## src/rtl/tick_stopwatch.sv

```systemverilog
// Tick-driven 4-digit BCD stopwatch: synchronises a divider toggle, prescales its edges
// and counts in BCD. Optional lap hold is compiled in with `define TICK_STOPWATCH_LAP_EN.
module tick_stopwatch #(
   parameter int unsigned TICKS_PER_COUNT = 10
) (
   input  logic        CLK,
   input  logic        RST,
   input  logic        tick_in,
   input  logic        start_stop,
   input  logic        clear,
`ifdef TICK_STOPWATCH_LAP_EN
   input  logic        lap,
   output logic        lap_active,
`endif
   output logic [15:0] bcd,
   output logic        running,
   output logic        overflow
);

   typedef enum logic [1:0] {
      IDLE  = 2'd0,
      RUN   = 2'd1,
      PAUSE = 2'd2
   } state_t;

   localparam logic [7:0] PRE_LAST = 8'(TICKS_PER_COUNT - 1);

   state_t      r_state;
   logic        r_s1, r_s2, r_s3;
   logic [7:0]  r_prescale;
   logic [15:0] r_count;
   logic        r_running;
   logic        r_overflow;

   logic        w_tick_evt;
   logic [15:0] w_count_inc;
   logic        w_wrap;

   assign w_tick_evt = r_s2 ^ r_s3;

   // Ripple the +1 through the digits; a carry out of d3 is the 9999 -> 0000 wrap.
   always_comb begin
      // NOTE: every variable gets a default before any branch, so no latch is inferred.
      w_count_inc = r_count;
      w_wrap      = 1'b1;
      for (int i = 0; i < 4; i++) begin
         if (w_wrap) begin
            if (r_count[4*i +: 4] == 4'd9) begin
               w_count_inc[4*i +: 4] = 4'd0;
            end else begin
               w_count_inc[4*i +: 4] = r_count[4*i +: 4] + 4'd1;
               w_wrap                = 1'b0;
            end
         end
      end
   end

`ifdef TICK_STOPWATCH_LAP_EN
   logic        r_lap_active;
   logic [15:0] r_lap_hold;
`endif

   always_ff @(posedge CLK) begin
      // NOTE: sequential state uses non-blocking assignments so every flop sees pre-edge values.
      if (RST) begin
         r_state    <= IDLE;
         r_s1       <= 1'b0;
         r_s2       <= 1'b0;
         r_s3       <= 1'b0;
         r_prescale <= '0;
         r_count    <= '0;
         r_running  <= 1'b0;
         r_overflow <= 1'b0;
`ifdef TICK_STOPWATCH_LAP_EN
         r_lap_active <= 1'b0;
         r_lap_hold   <= '0;
`endif
      end else begin
         r_s1 <= tick_in;
         r_s2 <= r_s1;
         r_s3 <= r_s2;

         if (clear) begin
            r_state    <= IDLE;
            r_prescale <= '0;
            r_count    <= '0;
            r_running  <= 1'b0;
            r_overflow <= 1'b0;
`ifdef TICK_STOPWATCH_LAP_EN
            r_lap_active <= 1'b0;
            r_lap_hold   <= '0;
`endif
         end else begin
            case (r_state)
               IDLE: begin
                  if (start_stop) begin
                     r_state    <= RUN;
                     r_running  <= 1'b1;
                     r_prescale <= '0;
                  end
               end
               RUN: begin
                  // A tick on the pausing cycle is still counted.
                  if (w_tick_evt) begin
                     if (r_prescale >= PRE_LAST) begin
                        r_prescale <= '0;
                        r_count    <= w_count_inc;
                        if (w_wrap) r_overflow <= 1'b1;
                     end else begin
                        r_prescale <= r_prescale + 8'd1;
                     end
                  end
                  if (start_stop) begin
                     r_state   <= PAUSE;
                     r_running <= 1'b0;
                  end
               end
               PAUSE: begin
                  if (start_stop) begin
                     r_state   <= RUN;
                     r_running <= 1'b1;
                  end
               end
               default: begin
                  r_state   <= IDLE;
                  r_running <= 1'b0;
               end
            endcase

`ifdef TICK_STOPWATCH_LAP_EN
            if (lap) begin
               if (r_lap_active) begin
                  r_lap_active <= 1'b0;
               end else if (r_state == RUN) begin
                  r_lap_hold   <= r_count;
                  r_lap_active <= 1'b1;
               end
            end
`endif
         end
      end
   end

`ifdef TICK_STOPWATCH_LAP_EN
   assign lap_active = r_lap_active;
   assign bcd        = r_lap_active ? r_lap_hold : r_count;
`else
   assign bcd        = r_count;
`endif
   assign running  = r_running;
   assign overflow = r_overflow;

endmodule

```

## config.mk

```make
export PLATFORM = sky130hd
export DESIGN_NAME = tick_stopwatch
export DESIGN_NICKNAME = d
export VERILOG_FILES = /design/src/rtl/tick_stopwatch.sv
export SDC_FILE = /design/constraint.sdc
export NUM_CORES = 1
export LEC_CHECK = 0
export CORE_MARGIN = 2
export CORE_UTILIZATION = 45
export DETAILED_ROUTE_END_ITERATION = 8
export PLACE_DENSITY = 0.67
export SETUP_SLACK_MARGIN = 0.3
export SLEW_MARGIN = 40
export SYNTH_ARGS = -nofsm -noshare
export SYNTH_HDL_FRONTEND = slang
export SYNTH_SLANG_ARGS = --single-unit
```

## constraint.sdc

```tcl
create_clock -name CLK -period 2.77 [get_ports CLK]
set_clock_uncertainty 0.15 [all_clocks]
set_input_delay 0.554 -clock CLK [delete_from_list [all_inputs] [get_ports CLK]]
set_output_delay 0.554 -clock CLK [all_outputs]
set_load 0.05 [all_outputs]
```

==> results.json <==
{
  "io_pins": 23,
  "r2r_end": "bcd[15]",
  "highest_layer": "met4",
  "detail-route-antenna-nets": 0,
  "die_x_um": 63.26,
  "wl_met2_um": 1681,
  "power_mw": 0.8839,
  "clock-root-buffer": "clkbuf_4",
  "maxSlewHeadroom_pct": 52.94,
  "netlist_instances": 186,
  "synth.area.top_cells": "dfxtp_1 (39%), a21oi_1 (3.8%), mux2i_1 (3.8%)",
  "hpwl_um": 2526,
  "first_iter_violations": 117,
  "yosys_warnings": 0,
  "outcome": "completed",
  "seq_area_frac_synth_pct": 39.27,
  "wirelength_um": 3502,
  "cp_max_fo": 7,
  "synth_flop_cell": "dfxtp_1",
  "hold_class": "reg2reg",
  "irDropWorstVdd_mv": 0.2721,
  "critical_path_class": "reg2out",
  "syn_avg_cell_area_um2": 8.496,
  "worst-path-stages": 1,
  "synth-compound-area-share_pct": 19.32,
  "slowest_stage": "clkdlybuf4s50_1",
  "synth_edf_count": 0,
  "num_vias": 1476,
  "dp_cells": 251,
  "cts_tree": "yes",
  "die-area_um2": 4002,
  "pwr_density_cell_nw_per_um2": 453.1,
  "critical_path_buf_inv_count": 1,
  "cts_buffers": 5,
  "grt_pass1_wl_um": 5906,
  "min-delay-start": "r_s1",
  "path_cells": "clkdlybuf4s50_1",
  "mostFrequentLayoutCell": "dfxtp_1",
  "critPathTopFamily": "buffers and inverters",
  "synth-async-reset-ratio_pct": 0,
  "cts.sinks": 31,
  "globalplace.congestion": 0.8192,
  "grt_pass1_vias": 1283,
  "start_util_pct": 46.99,
  "crit_start": "bcd[0]",
  "reg2reg_setup_slack_ps": 530,
  "synth_top_area_cell": "dfxtp_1",
  "wire_per_inst_um": 13.52,
  "ys_ff_latch": 31,
  "final_hold_viol_count": 0,
  "timing.fmax_ghz": 0.4255,
  "clk_latency_ps": 340,
  "finalCritPeriodShare_pct": 84.84,
  "route.detailed.drc": 0,
  "synthesis.nets": 194,
  "cp-endpoint": "bcd[0]",
  "mostFrequentLayoutCells": "dfxtp_1 (31), clkdlybuf4s50_1 (21), nand2_1 (16)",
  "drive_above_1_share_pct": 8.451,
  "layoutNonFillerInstCount": 259,
  "htreeDepth": 2,
  "vias_per_cell": 5.699,
  "tightest_slew_ps": 699.5,
  "cts.clk_slew.worst_paths_ps": 100,
  "areaGrowthSynthToFinish_pct": 23.44,
  "cp-start-kind": "register",
  "synthesis.area_um2": 1580,
  "ctsHoldBuffers": 0,
  "synthMuxAreaShare_pct": 4.513,
  "insertedDiodeCount": 0,
  "drtPass1Iterations": 4,
  "port_buffers": 22,
  "tns_ps": 0,
  "grt_max_degree": 21,
  "synth_fa_ha_area_share_pct": 2.375,
  "clock_path_buffers": 2,
  "synthXorXnorAreaFrac_pct": 2.771,
  "synth.top_cell.area_share_pct": 39.27,
  "crit_path_end_kind": "output pin",
  "worst_slack_ps": 420.0,
  "drt-met1-wl_um": 1599,
  "pre_cts_slack_ps": 312.4,
  "slew_viol_final": 0,
  "cap_violations": 0,
  "hold_ws_ps": 303.8,
  "critical-path-max-stage-delay_ps": 850,
  "grt_overflow": 0,
  "placeableCoreArea_um2": 3363,
  "grt_setup_unrepaired": "no",
  "regToRegStartpoint": "bcd[3]",
  "fp-row-count": 21,
  "routed-wl-met3_um": 146,
  "finalSetupViolCount": 0,
  "final_nets": 220,
  "arrival_ps": 1650,
  "gr-usage-all-layers_pct": 19.17,
  "die_y_um": 63.26,
  "synth_top_family_by_area": "simple AND/OR/NAND/NOR gates",
  "postCtsSetupBuffers": 0,
  "cp.required_ps": 2070,
  "synthSimpleGateAreaFrac_pct": 27.24,
  "p_leak_nw": 0.6634,
  "worst-r2r-cell-count": 4,
  "synth.distinct_cells": 42,
  "antenna_found_initial": 0,
  "min_period_ps": 2350
}
[metrics by stage]
stage                     util [%]  cell area (µm²)
final                        58.00             1951
after global routing         58.00             1951
after CTS                    57.81             1944
after detailed placement     55.25             1858
after global placement       55.25             1858
after floorplan                  -             1580
[final cells by class]
class / count / area, µm²
Fill cell: 332 / 1413
Multi-Input combinational cell: 137 / 892.1
Sequential cell: 31 / 620.6
Timing Repair Buffer: 26 / 252.7
Tap cell: 46 / 57.56
Clock buffer: 6 / 51.30
Inverter: 11 / 41.29
Clock inverter: 2 / 35.03
[power by group]
part           internal, mW  leakage (nW)  switching [mW]
clock network         0.213        0.0482           0.166
logic                0.0216         0.365          0.0294
registers             0.450         0.251         0.00430
[synth_stat cells, drive strengths merged, types with 2 or more instances]
| master | instances |
|---|---|
| a2111oi | 3 |
| a211oi | 2 |
| a21o | 2 |
| a21oi | 12 |
| a31oi | 4 |
| buf | 2 |
| clkbuf | 5 |
| dfxtp | 31 |
| ha | 3 |
| inv | 11 |
| mux2i | 6 |
| nand2 | 16 |
| nand3 | 5 |
| nand3b | 3 |
| nand4 | 6 |
| nor2 | 14 |
| nor2b | 9 |
| nor3 | 2 |
| nor4 | 5 |
| nor4b | 2 |
| o211a | 2 |
| o21a | 2 |
| o21ai | 5 |
| o311ai | 3 |
| o31ai | 6 |
| or2 | 2 |
| or3 | 2 |
| or3b | 2 |
| or4 | 6 |
| xnor2 | 5 |
[what timing repair did]
item / in CTS / in global routing
endpoints found under the setup margin: 0 / 5
resized for setup: 0 / 2
hold endpoints to repair: 0 / 0
[worst min path at each step]
stage | endpoint | depth (start not counted)
2_1_floorplan | r_s2 | 1
3_3_place_gp | r_s2 | 1
3_5_place_dp | r_s2 | 1
4_1_cts | r_s2 | 1
5_1_grt | r_s2 | 1
6_report | r_s2 | 1
[sequential cells by signal (all words and copies together) (netlist names)]
register,count
r_prescale,8
r_s1,1
r_s2,1
running,1
r_s3,1
overflow,1
r_state,2
bcd,16
[logic make-up after synthesis]
family | after synthesis
AOI/OAI and AO/OA | 45
muxes | 7
and+or+nand+nor | 77
xor gates and xnor gates | 5
buffers and inverters | 18
DFF | 31
adders and majority gates | 3
[per-layer routing]
metal,GRT usage (%),vias up
li1,-,740
met1,22.72,699
met2,30.45,30
met3,6.964,7
met4,9.783,0
met5,0,-
Note: power is estimated with default switching activity, not from simulation.
